## config.mk

```make
export PLATFORM = sky130hd
export DESIGN_NAME = digi_ota_cal_seq
export DESIGN_NICKNAME = d
export VERILOG_FILES = /design/src/rtl/digi_ota_cal_seq.sv
export SDC_FILE = /design/constraint.sdc
export NUM_CORES = 1
export LEC_CHECK = 0
export BUFFER_PORTS_ARGS = -buffer_cell sky130_fd_sc_hd__buf_2
export CORE_UTILIZATION = 31
export CTS_BUF_LIST = sky130_fd_sc_hd__clkbuf_2
export DETAILED_ROUTE_END_ITERATION = 16
export SLEW_MARGIN = 20
export SYNTH_ARGS = -nofsm -noshare
export SYNTH_HDL_FRONTEND = slang
export SYNTH_SLANG_ARGS = --single-unit
```

## constraint.sdc

```tcl
create_clock -name clk -period 1.7 [get_ports clk]
set_input_delay 0.085 -clock clk [delete_from_list [all_inputs] [get_ports clk]]
set_output_delay 0.085 -clock clk [all_outputs]
set_load 0.02 [all_outputs]
```

## src/rtl/digi_ota_cal_seq.sv

```systemverilog
// Offset-calibration sequencer for the inverter-based digital OTA/comparator.
// Successive-approximation search on the trim code, each bit decided by a majority vote over averaged samples.
module digi_ota_cal_seq #(
  parameter int TRIM_W     = 5,
  parameter int SETTLE_CYC = 4,
  parameter int AVG_LOG2   = 3
) (
  input  logic              clk,
  input  logic              rst,
  input  logic              start,
  input  logic              abort,
  input  logic              cmp_in,
  output logic              ota_en,
  output logic              cal_mode,
  output logic [TRIM_W-1:0] trim,
  output logic              busy,
  output logic              done,
  output logic              cal_ok
);

  localparam int N       = 1 << AVG_LOG2;
  localparam int CNT_MAX = (SETTLE_CYC > N) ? SETTLE_CYC : N;
  localparam int CNT_W   = $clog2(CNT_MAX);
  localparam int IDX_W   = $clog2(TRIM_W);
  localparam int ONES_W  = AVG_LOG2 + 1;

  localparam logic [TRIM_W-1:0] MID = {1'b1, {(TRIM_W-1){1'b0}}};
  localparam logic [IDX_W-1:0]  TOP = IDX_W'(TRIM_W - 1);

  typedef enum logic [2:0] {
    S_IDLE, S_SETTLE, S_SAMPLE, S_DECIDE, S_FINISH, S_RUN
  } state_t;

  state_t              r_state;
  state_t              w_next;
  logic [1:0]          r_sync;
  logic [TRIM_W-1:0]   r_trim;
  logic [IDX_W-1:0]    r_idx;
  logic [CNT_W-1:0]    r_cnt;
  logic [ONES_W-1:0]   r_ones;
  logic                r_cal_ok;

  logic                w_cmp_s;
  logic                w_settle_last;
  logic                w_sample_last;
  logic                w_ones_hi;
  logic                w_idx_zero;
  logic [IDX_W-1:0]    w_idx_dn;

  assign w_cmp_s       = r_sync[1];
  assign w_settle_last = (r_cnt == CNT_W'(SETTLE_CYC - 1));
  assign w_sample_last = (r_cnt == CNT_W'(N - 1));
  assign w_ones_hi     = (r_ones > ONES_W'(N / 2));
  assign w_idx_zero    = (r_idx == '0);
  assign w_idx_dn      = r_idx - IDX_W'(1);

  // NOTE: sequential state uses <= so every flop samples pre-edge values regardless of block ordering.
  always_ff @(posedge clk) begin : p_state
    if (rst) r_state <= S_IDLE;
    else     r_state <= w_next;
  end

  // NOTE: w_next gets a default before the case so no path leaves it unassigned (no latch).
  always_comb begin : p_next
    w_next = r_state;
    case (r_state)
      S_IDLE, S_RUN: if (start) w_next = S_SETTLE;
      S_SETTLE: begin
        if (abort)              w_next = S_IDLE;
        else if (w_settle_last) w_next = S_SAMPLE;
      end
      S_SAMPLE: begin
        if (abort)              w_next = S_IDLE;
        else if (w_sample_last) w_next = S_DECIDE;
      end
      S_DECIDE: begin
        if (abort)           w_next = S_IDLE;
        else if (w_idx_zero) w_next = S_FINISH;
        else                 w_next = S_SETTLE;
      end
      S_FINISH: w_next = S_RUN;
      default:  w_next = S_IDLE;
    endcase
  end

  always_comb begin : p_out
    ota_en   = 1'b0;
    cal_mode = 1'b0;
    busy     = 1'b0;
    done     = 1'b0;
    case (r_state)
      S_SETTLE, S_SAMPLE, S_DECIDE: begin
        ota_en   = 1'b1;
        cal_mode = 1'b1;
        busy     = 1'b1;
      end
      S_FINISH: begin
        ota_en   = 1'b1;
        cal_mode = 1'b1;
        done     = 1'b1;
      end
      S_RUN:   ota_en = 1'b1;
      default: ;
    endcase
  end

  always_ff @(posedge clk) begin : p_data
    if (rst) begin
      r_sync   <= '0;
      r_trim   <= MID;
      r_idx    <= TOP;
      r_cnt    <= '0;
      r_ones   <= '0;
      r_cal_ok <= 1'b0;
    end else begin
      r_sync <= {r_sync[0], cmp_in};
      if (busy && abort) begin
        r_trim   <= MID;
        r_cnt    <= '0;
        r_cal_ok <= 1'b0;
      end else begin
        case (r_state)
          S_IDLE, S_RUN: begin
            if (start) begin
              r_trim   <= MID;
              r_idx    <= TOP;
              r_cnt    <= '0;
              r_cal_ok <= 1'b0;
            end
          end
          S_SETTLE: begin
            if (w_settle_last) begin
              r_cnt  <= '0;
              r_ones <= '0;
            end else begin
              r_cnt <= r_cnt + CNT_W'(1);
            end
          end
          S_SAMPLE: begin
            r_ones <= r_ones + ONES_W'(w_cmp_s);
            r_cnt  <= w_sample_last ? '0 : r_cnt + CNT_W'(1);
          end
          S_DECIDE: begin
            // Majority says the offset is still too high: drop this bit; a tie keeps it.
            if (w_ones_hi) r_trim[r_idx] <= 1'b0;
            if (!w_idx_zero) begin
              r_trim[w_idx_dn] <= 1'b1;
              r_idx            <= w_idx_dn;
            end
            r_cnt <= '0;
          end
          S_FINISH: r_cal_ok <= (r_trim != '0) && (r_trim != '1);
          default: ;
        endcase
      end
    end
  end

  assign trim   = r_trim;
  assign cal_ok = r_cal_ok;

endmodule

```

# After elaboration in Yosys (flattened, before gate mapping)
# Cells that the tools add are included.
word_totals:
  register_bits: 21
  inputBits: 5
  out_inout_bits: 10
  word_cells: 88
classes:
  n_addsub: 3
  n_lt_le_gt_ge: 5
  n_eq_ne: 13
  muxes: 34
  bitwise_logic: 4
  reduce_logical: 22
op_table:
  columns: ["op", "count"]
  rows:
  - ["$mux 3", 12]
  - ["$mux 5", 6]
  - ["$pmux 3 s5", 1]
  - ["$pmux 3 s4", 1]
  - ["$pmux 5 s2", 1]
  - ["$eq 3x2->1 const B", 3]
  - ["$eq 3x3->1 const B", 3]
  - ["$lt 3x4->1 const B", 2]
  - ["$pmux 4 s2", 1]
  - ["$mux 1", 7]
  - ["$demux 1 s3", 2]
  - ["$ge 3x1->1 const B", 2]
  - ["$logic_not 3->1", 2]
  - ["$ne 2x2->1 const B", 3]
  - ["$ne 3x3->1 const B", 2]
  - ["$pmux 3 s2", 1]
  - ["$reduce_and 2->1", 3]
  - ["$reduce_and 3->1", 2]
  - ["$reduce_bool 2->1", 3]
  - ["$and 5x5->5", 1]
  - ["$ne 5x5->1 const B", 1]
  - ["$not 5->5", 1]
  - ["$or 5x5->5", 1]
  - ["$reduce_bool 5->1", 1]
  - ["15 further kinds", 19]

# Logic depth before layout (Yosys ltp)
# Gate-level depths: netlist of run 1.
logic_depth:
  word_depth: 13
  ltp_mapped: 6
  mapped_depth_nobuf: 6

# Least setup slack after synthesis of run 1
# Ideal clock, no wire load.
synth_timing:
  kind: "register to register"
  start: "register r_idx[0]"
  end: "register r_trim[0], in the netlist trim[0]"
  setup_ns: 0.086
  t_arrival_ns: 1.520
  t_required_ns: 1.614
  path_slack_ns: 0.095
  path_stages_with_launch: 7
  n_path_buf: 0
  synth_period_minus_slack_ns: 1.605
  path_cell_list: "dfxtp_1 -> inv_1 -> ha_1 -> or2_2 -> o21ai_2 -> a41oi_1 -> a211oi_1"
synth_between:
  elab_chain_cells: 13
  elab_cells_between_ends: 21
  cone_classes: "1 x add/sub; 4 x order compare; 10 x mux; 3 x bitwise; 3 x reduce/logical"
synth_rtl:
  columns: ["element", "line_no", "source"]
  rows:
  - ["from (decl)", "38", "logic [IDX_W-1:0] r_idx;"]
  - ["from (signal assigned)", "148", "r_idx <= w_idx_dn;"]
  - ["$lt 3x4->1 (not written as such) or $ge 3x1->1 (tied branches)", "145", "if (w_ones_hi) r_trim[r_idx] <= 1'b0;"]
  - ["$logic_and 1x1->1 (not written as such)", "145", null]
  - ["$mux 1 (not written as such)", "145", null]
  - ["$demux 1 s3", "145", null]
  - ["$not 5->5 (no line)", null, null]
  - ["$and 5x5->5 (no line)", null, null]
  - ["$mux 5", "145", null]
  - ["$mux 5", "122", "case (r_state)"]
  - ["$mux 5", "117", "if (busy && abort) begin"]
  - ["$mux 5", "108", "if (rst) begin"]
  - ["$or 5x5->5 (no line)", null, null]
  - ["$mux 5 (*)", "146", "if (!w_idx_zero) begin"]
  - ["$pmux 5 s2 (*)", "122", null]
  - ["to (signal assigned)", "110", "r_trim <= MID;"]
  - ["to (signal assigned)", "125", "r_trim <= MID;"]
  - ["to (signal, indexed assignment)", "147", "r_trim[w_idx_dn] <= 1'b1;"]
  - ["to (decl)", "37", "logic [TRIM_W-1:0] r_trim;"]
# Every way passes the cells marked *; elsewhere a longest branch is shown, timed or not. The select of a mux whose other input is x is not followed.
# A chain may end at the register's enable or synchronous reset.

# Worst setup path in the final report of run 1
layout_timing:
  start: "register r_state[1]"
  end: "register r_idx[2]"
layout_between:
  elab_chain_cells: 6
  elab_cells_between_ends: 15
  cone_classes: "6 x eq/ne; 2 x mux; 1 x bitwise; 6 x reduce/logical"
layout_rtl:
  columns: ["element", "line_no", "source"]
  rows:
  - ["from (decl)", "34", "state_t r_state;"]
  - ["from (signal assigned)", "60", "else r_state <= w_next;"]
  - ["$eq 3x2->1, or another cell as far along", "91, 122", null]
  - ["$reduce_or 3->1", null, null]
  - ["$mux 1", "91", "case (r_state)"]
  - ["$logic_and 1x1->1", "117", null]
  - ["$not 1->1 (no line)", null, null]
  - ["$reduce_and 4->1 (no line)", null, null]
# Several ways; a longest one is shown, not always the timed one.

==> results of run 1 <==
-- routing by layer --
layer,global-route usage,vias up
met1,0.197,564
met5,0,-
li1,-,589
met3,0.0224,0
met4,0.0319,0
met2,0.245,30
-- logic make-up after synthesis --
group | count (synthesis) | synth area share
muxes | 1 | 0.00788
DFF | 21 | 0.331
xor gates and xnor gates | 3 | 0.0207
adders and majority gates | 9 | 0.0867
and+or+nand+nor | 53 | 0.227
AOI/OAI and AO/OA | 47 | 0.271
buffers and inverters | 16 | 0.0562
-- power by group --
part / internal [mW] / switching (mW)
clock network: 0.0623 / 0.151
registers: 0.506 / 0.0164
logic: 0.0719 / 0.109
total: 0.641 / 0.277
-- how the worst max path moves through the flow --
stage | slack, ns | cells after the start | startpoint | endpoint
5_1_grt | 0.01 | 3 | r_state[2] | done
6_report | 0.08 | 5 | r_state[1] | r_idx[2]
2_1_floorplan | 0.09 | 6 | r_idx[0] | trim[0]
3_5_place_dp | 0.07 | 5 | r_state[1] | r_idx[2]
4_1_cts | 0.04 | 5 | r_state[1] | r_idx[2]
3_3_place_gp | 0.09 | 5 | r_state[1] | r_idx[2]
-- cells in the mapped netlist, types with 2 or more instances --
master    number
a31oi_1        2
dfxtp_1       21
o211ai_1       3
nor3_1         4
a211oi_1       5
o21ai_0        9
nand2b_1       2
nand3_1        4
a41oi_1        2
inv_1          9
a32oi_1        3
nor2b_1        7
a21oi_1        7
nand2_1        5
nor2_1        17
nor4_1         2
xor2_1         2
clkbuf_1       2
buf_4          2
a21o_1         6
ha_1           8
and3b_1        2
or2_2          2
and3_1         3
o21ba_2        2
buf_2          3
-- critical path, delay by kind of cell (launching register included) --
| kind | cells | cell delay [ns] |
|---|---|---|
| flops | 1 | 0.43 |
| compound gates | 4 | 0.92 |
| buf+inv | 1 | 0.18 |
-- what timing repair did --
action | 4_1_cts | 5_1_grt
endpoints found under the setup margin | 1 | 14
endpoints found under the hold margin | 1 | 0
hold buffers | 1 | 0
gates resized for setup | 2 | 7
pin swaps | 0 | 1
-- through the flow --
step	power [mW]	worst slack, ns	area, sq um
after CTS	0.925	0.0424	1450
after detailed placement	0.708	0.0738	1420
final	0.917	0.0845	1470
after global placement	0.703	0.0873	1420
after floorplan	0.656	0.0945	1270
after global routing	0.975	0.00992	1470
-- area by class of cell --
class,instances,area share
Clock buffer,4,0.0137
Inverter,9,0.0231
Multi-Input combinational cell,113,0.541
Sequential cell,21,0.290
Tap cell,48,0.0410
Timing Repair Buffer,22,0.0905
-- flip-flops by register name (all words and copies together) (netlist names) --
signal	count
r_ones	4
cal_ok	1
trim	5
r_sync	2
r_state	3
r_idx	3
r_cnt	3
==> impl_metrics.py, run 1 <==
metrics = {
    "cells_and_area": {
        "fin_util": 0.386,
        "fill_cells": 387,
        "drive_gt1_frac": 0.237,
        "multiInputGateArea_sq_um": 793,
        "layout_common_cells": "nor2_1 (17), dfxtp_1 (17), buf_2 (14)",
        "area_growth_pct": 15.4,
        "seq_area_sq_um": 425,
        "insertedDiodeCount": 0,
        "finalNonFillerCells": 217,
        "final_nets": 183,
    },
    "setup_path": {
        "r2r-end": "r_idx[2]",
        "cpMostUsedCell": "a21oi_1",
        "critPathLaunchType": "flop",
        "critPathMaxFanout": 13,
        "timing.rr.start": "r_state[1]",
        "critPathArrivalTime_ns": 1.85,
        "reg2reg_depth": 5,
        "end_kind": "flop",
        "path_cells": "buf_4 > o21ba_2 > a2111o_1 > a21oi_1 > a21oi_1",
        "r2r_setup_slack_ns": 0.08,
        "critPathKind": "flop to flop",
        "cpPeakStageDelay_ns": 0.47,
        "crit_slowest_cell": "a2111o_1",
        "cp.required_ns": 1.93,
    },
    "synth": {
        "ys_types": 42,
        "synthTopCellsByArea": "dfxtp_1 (33%), ha_1 (7.9%), nor2_1 (5.0%), o21ai_0 (3.5%), a21o_1 (3.5%)",
        "synth-seq-area-share": 0.331,
        "synth_area_sq_um": 1270,
        "synth_edf_count": 0,
        "syn_nets": 163,
        "async_flop_share": 0,
        "synth_flop_cell": "dfxtp_1",
        "ys_ff_latch": 21,
        "postSynthAreaPerCell_sq_um": 8.47,
        "synth.largest_area_cell": "dfxtp_1",
        "yosys.area.top_type_share": 0.331,
        "ys_warn_count": 0,
        "syn_inst": 150,
    },
    "drt": {
        "met2_length_um": 1440,
        "drtIter0Drc": 99,
        "via_per_inst": 5.45,
        "remaining_drc_errors": 0,
        "vias": 1183,
        "top_layer": "met3",
        "drtPass1Iterations": 4,
        "routed_wl_um": 2990,
        "avgRoutedWirePerCell_um": 13.8,
        "dr_wl_met3_um": 136,
        "ant_nets": 0,
        "wl_met1_um": 1410,
    },
    "sta": {
        "period_share": 0.950,
        "fmax_mhz": 619,
        "tns_ns": 0,
        "holdWs_ns": 0.0769,
        "slew_viol_final": 0,
        "tightest_slew_ns": 0.518,
        "setup_viol": 0,
        "rsz0062_at_grt": "false",
        "maxSlewHeadroom": 0.652,
        "min_period_ns": 1.62,
        "hold_violations": 0,
        "fin_skew_ns": 0.00680,
    },
    "grt": {
        "gr-total-overflow": 0,
        "grt_pass1_wl_um": 5040,
        "antenna_found_initial": 0,
        "grt_use_total": 0.147,
        "grt_max_degree": 14,
        "grt_pass1_vias": 1104,
    },
    "floorplanning": {
        "ios": 15,
        "dieArea_sq_um": 4360,
        "core_area_sq_um": 3800,
        "start_util": 0.334,
        "die_w_um": 66.0,
        "std_cell_rows": 22,
        "die_h_um": 66.0,
    },
    "power_and_ir_drop": {
        "ir_worst_vdd_mv": 0.192,
        "leakage_nw": 0.605,
        "p_per_area_nw_per_um2": 626,
    },
    "placement": {
        "dp.cells": 212,
        "dp_hpwl_um": 2260,
        "io_buffers": 14,
        "place.gp.congestion": 0.827,
    },
    "min_path": {
        "holdCritStartpoint": "rst",
        "hold_class": "input pin to flop",
        "hold_depth": 2,
        "whs_endpoint": "r_state[1]",
    },
    "clock_network": {
        "clk_path_buf_depth": 2,
        "htree_levels": 1,
        "numCtsBuffers": 3,
        "post_cts_buffers": 0,
        "clock-sinks": 21,
        "cts_tree": "done",
        "cts_root_buf": "clkbuf_2",
        "clkSlewWorstSetupHoldPaths_ns": 0.20,
        "clk_latency_ns": 0.32,
    },
    "run_status": {
        "outcome": "complete, no violations",
    },
    "job": {
        "maxCapViolations": 0,
    },
}
Note: power is estimated with default switching activity, not from simulation.
==> run 2: changes to the inputs <==
--- a/config.mk
+++ b/config.mk
@@ -5,11 +5,13 @@
 export SDC_FILE = /design/constraint.sdc
 export NUM_CORES = 1
 export LEC_CHECK = 0
+export ABC_CLOCK_PERIOD_IN_PS = 1700
 export BUFFER_PORTS_ARGS = -buffer_cell sky130_fd_sc_hd__buf_2
+export CORE_ASPECT_RATIO = 1.4
 export CORE_UTILIZATION = 31
 export CTS_BUF_LIST = sky130_fd_sc_hd__clkbuf_2
 export DETAILED_ROUTE_END_ITERATION = 16
-export SLEW_MARGIN = 20
+export SLEW_MARGIN = 10
 export SYNTH_ARGS = -nofsm -noshare
 export SYNTH_HDL_FRONTEND = slang
 export SYNTH_SLANG_ARGS = --single-unit
==> impl_metrics.py, run 2 (same netlist as run 1, synthesis figures left out) <==
metrics = {
    "run_status": {
        "outcome": "complete, no violations",
    },
    "setup_path": {
        "critPathLaunchType": "flop",
        "cp.required_ns": 1.94,
        "critPathKind": "flop to flop",
        "path_cells": "inv_1 > ha_1 > or2_2 > o21ai_4 > a31oi_1 > a211oi_1",
        "crit_slowest_cell": "dfxtp_2",
        "critPathArrivalTime_ns": 1.88,
        "critPathMaxFanout": 4,
        "end_kind": "flop",
        "cpPeakStageDelay_ns": 0.40,
    },
    "sta": {
        "fin_skew_ns": 0.00222,
        "hold_violations": 0,
        "min_period_ns": 1.64,
        "tns_ns": 0,
        "fmax_mhz": 610,
        "finalWorstSetupSlack_ns": 0.0600,
        "period_share": 0.965,
        "slew_viol_final": 0,
        "setup_viol": 0,
        "maxSlewHeadroom": 0.654,
        "tightest_slew_ns": 0.514,
    },
    "cells_and_area": {
        "multiInputGateArea_sq_um": 791,
        "drive_gt1_frac": 0.240,
        "final_nets": 185,
        "largest_reg_flops": 5,
        "seq_area_sq_um": 425,
        "finalNonFillerCells": 214,
        "insertedDiodeCount": 0,
        "fin_util": 0.375,
        "layout_common_cells": "nor2_1 (17), dfxtp_1 (17), buf_2 (14)",
        "area_growth_pct": 15.9,
        "fill_cells": 422,
    },
    "job": {
        "maxCapViolations": 0,
    },
    "clock_network": {
        "post_cts_buffers": 0,
        "clk_latency_ns": 0.32,
        "numCtsBuffers": 3,
        "htree_levels": 1,
        "cts_tree": "done",
        "clock-sinks": 21,
        "clkSlewWorstSetupHoldPaths_ns": 0.19,
        "cts_root_buf": "clkbuf_2",
        "clk_path_buf_depth": 2,
    },
    "floorplanning": {
        "ios": 15,
        "dieArea_sq_um": 4360,
        "core_area_sq_um": 3920,
        "std_cell_rows": 27,
        "die_w_um": 56.1,
        "start_util": 0.324,
        "die_h_um": 77.7,
    },
    "placement": {
        "io_buffers": 14,
        "place.gp.congestion": 0.837,
        "dp.cells": 209,
        "dp_hpwl_um": 2340,
        "preCtsSetupSlack_ns": 0.0420,
    },
    "grt": {
        "grt_pass1_wl_um": 4940,
        "grt_use_total": 0.138,
        "grt_pass1_vias": 1156,
        "gr-total-overflow": 0,
        "antenna_found_initial": 0,
        "grt_max_degree": 14,
    },
    "drt": {
        "via_per_inst": 5.55,
        "remaining_drc_errors": 0,
        "drtIter0Drc": 16,
        "ant_nets": 0,
        "routed_wl_um": 3000,
        "drtPass1Iterations": 6,
        "vias": 1187,
        "avgRoutedWirePerCell_um": 14.0,
    },
    "power_and_ir_drop": {
        "ir_worst_vdd_mv": 0.343,
        "power_uw": 926,
        "p_per_area_nw_per_um2": 629,
        "leakage_nw": 0.615,
    },
    "min_path": {
        "hold_class": "input pin to flop",
    },
}
## run 2: worst paths after layout
kind                            slack [ns]  cells past startpoint       from    endpoint
worst max-delay path                  0.06                      6   r_idx[1]     trim[2]
worst min-delay path                  0.07                      2        rst  r_state[2]
worst min register to register        0.46                      1  r_sync[0]   r_sync[1]
worst max register to register        0.06                      6   r_idx[1]     trim[2]
## run 2: area by class of cell
type,count,share of cell area
Clock buffer,4,0.0136
Tap cell,43,0.0366
Timing Repair Buffer,24,0.100
Sequential cell,21,0.289
Inverter,9,0.0230
Multi-Input combinational cell,113,0.537
## run 2: per-stage QoR
step                hold WS [ns]  instance area (sq um)
floorplan                  0.213                   1270
global route              0.0755                   1470
CTS                       0.0413                   1460
global placement           0.298                   1420
detailed placement         0.301                   1420
finish                    0.0735                   1470
## run 2: where the power goes
group          total [mW]  switching (mW)  internal, mW
combinational       0.190           0.111        0.0797
sequential          0.522          0.0152         0.506
clock               0.214           0.151        0.0623
total               0.926           0.277         0.648
## run 2: what timing repair did
item / CTS / global route
hold buffers: 1 / 0
gates resized for setup: 1 / 5
hold endpoints to repair: 1 / 0
endpoints found under the setup margin: 1 / 6
## run 2: worst max-delay path, delay by kind of cell, from the launching register on
kind / cells / cell delay, ns
fa+ha+maj: 1 / 0.20
buf+inv: 1 / 0.08
simple gates: 1 / 0.31
flops: 1 / 0.40
compound gates: 3 / 0.56
## run 2: metal layers
layer	wire length [um]	part of all wire	GRT usage	up-vias
li1	-	-	-	589
met1	1290	0.43	0.148	575
met2	1640	0.55	0.277	19
met5	0	0	0	-
met4	31	0.010	0.0439	0
met3	43	0.014	0.0100	4
==> run 3: changes to the inputs <==
--- a/config.mk
+++ b/config.mk
@@ -11,6 +11,7 @@
 export CORE_UTILIZATION = 31
 export CTS_BUF_LIST = sky130_fd_sc_hd__clkbuf_2
 export DETAILED_ROUTE_END_ITERATION = 16
+export PLACE_DENSITY = 0.48
 export SLEW_MARGIN = 10
 export SYNTH_ARGS = -nofsm -noshare
 export SYNTH_HDL_FRONTEND = slang
==> impl_metrics.py, run 3 (same netlist as run 1, synthesis figures left out) <==
metrics = {
    "floorplanning": {
        "std_cell_rows": 27,
        "ios": 15,
        "start_util": 0.324,
        "core_area_sq_um": 3920,
        "dieArea_sq_um": 4360,
        "die_h_um": 77.7,
        "die_w_um": 56.1,
    },
    "sta": {
        "rsz0062_at_grt": "false",
        "setup_viol": 0,
        "tightest_slew_ns": 0.444,
        "slew_viol_final": 0,
        "fin_skew_ns": 0.00491,
        "finalWorstSetupSlack_ns": 0.125,
        "maxSlewHeadroom": 0.701,
        "holdWs_ns": 0.0737,
        "min_period_ns": 1.58,
        "fmax_mhz": 635,
        "period_share": 0.927,
        "tns_ns": 0,
        "hold_violations": 0,
    },
    "drt": {
        "via_per_inst": 5.42,
        "ant_nets": 0,
        "routed_wl_um": 2880,
        "drtIter0Drc": 21,
        "drtPass1Iterations": 4,
        "vias": 1165,
        "remaining_drc_errors": 0,
        "avgRoutedWirePerCell_um": 13.4,
    },
    "setup_path": {
        "startpoint": "r_cnt[0]",
        "reg2reg_depth": 6,
        "path_delay_family": "adder cells",
        "critPathArrivalTime_ns": 1.82,
        "critPathMaxFanout": 4,
        "path_cells": "ha_1 > ha_1 > and3b_2 > o211ai_1 > xor2_1 > nor2_1",
        "cpMostUsedCell": "ha_1",
        "timing.rr.start": "r_cnt[0]",
        "crit_slowest_cell": "dfxtp_1",
        "critPathLaunchType": "flop",
        "r2r_setup_slack_ns": 0.12,
        "critPathKind": "flop to flop",
        "critical_path.n_buffers_inverters": 0,
        "cp.required_ns": 1.94,
        "end_kind": "flop",
        "cpPeakStageDelay_ns": 0.37,
        "r2r-end": "r_ones[2]",
    },
    "power_and_ir_drop": {
        "ir_worst_vdd_mv": 0.337,
        "power_frac_seq": 0.561,
        "p_sw_frac": 0.307,
        "p_per_area_nw_per_um2": 630,
        "p_int_uw": 645,
        "leakage_nw": 0.618,
        "pwr-share-comb": 0.213,
        "switchingPower_uw": 286,
        "clkPwrFrac": 0.226,
    },
    "min_path": {
        "hold_class": "input pin to flop",
        "hold_depth": 2,
        "holdCritStartpoint": "rst",
        "whs_endpoint": "r_state[2]",
    },
    "cells_and_area": {
        "fin_util": 0.377,
        "largest_reg_flops": 5,
        "area_growth_pct": 16.5,
        "final_nets": 186,
        "layout_common_cells": "nor2_1 (17), dfxtp_1 (17), buf_2 (14)",
        "drive_gt1_frac": 0.250,
        "finalNonFillerCells": 215,
        "insertedDiodeCount": 0,
    },
    "placement": {
        "place.gp.congestion": 0.785,
        "dp.cells": 210,
        "io_buffers": 14,
        "dp_hpwl_um": 2270,
        "preCtsSetupSlack_ns": 0.0749,
    },
    "clock_network": {
        "cts_root_buf": "clkbuf_2",
        "htree_levels": 1,
        "clk_latency_ns": 0.32,
        "post_cts_buffers": 0,
        "clkSlewWorstSetupHoldPaths_ns": 0.20,
        "clk_path_buf_depth": 2,
        "clock-sinks": 21,
        "numCtsBuffers": 3,
        "cts_tree": "done",
    },
    "job": {
        "maxCapViolations": 0,
    },
    "grt": {
        "grt_pass1_wl_um": 5000,
        "grt_max_degree": 15,
        "antenna_found_initial": 0,
        "grt_use_total": 0.143,
        "grt_pass1_vias": 1117,
        "gr-total-overflow": 0,
    },
    "run_status": {
        "outcome": "complete, no violations",
    },
}
## run 3: layer usage
| metal | track usage | vias to the layer above | part of all wire |
|---|---|---|---|
| met1 | 0.178 | 556 | 0.47 |
| met3 | 0.0150 | 2 | 0.019 |
| met5 | 0 | - | 0 |
| met4 | 0.0512 | 0 | 0.0062 |
| met2 | 0.252 | 12 | 0.50 |
| li1 | - | 595 | - |
## run 3: layout make-up
cell class              instances  area (sq um)
repair buffers                 25           155
well taps                      43          53.8
multi-input cells             113           791
flip-flops and latches         21           425
clock inverters                 1          5.00
inverters                       9          33.8
fillers                       423          2440
clock buffers                   3          15.0
## run 3: worst max-delay path by stage
stage | end | slack (ns) | cells past startpoint
5_1_grt | r_ones[3] | 0.01 | 6
6_report | r_ones[2] | 0.12 | 6
3_3_place_gp | trim[4] | 0.1 | 3
2_1_floorplan | trim[0] | 0.09 | 6
4_1_cts | trim[4] | 0.06 | 4
3_5_place_dp | trim[4] | 0.07 | 4
## run 3: repair_timing
action	in CTS	in global routing
hold endpoints to repair	1	0
hold buffers	1	0
endpoints found under the setup margin	1	7
resized for setup	2	6
## run 3: metrics by stage
stage | power [mW] | instance area [sq um]
after global placement | 0.719 | 1430
after CTS | 0.942 | 1470
after floorplan | 0.656 | 1270
after global routing | 0.985 | 1480
after detailed placement | 0.723 | 1430
final | 0.931 | 1480
## run 3: power groups by stage
stage	clock network, mW	registers (mW)	logic, mW
2_1_floorplan	0	0.523	0.133
6_report	0.210	0.523	0.198
3_3_place_gp	0	0.532	0.187
4_1_cts	0.225	0.522	0.195
3_5_place_dp	0	0.532	0.191
5_1_grt	0.242	0.526	0.217
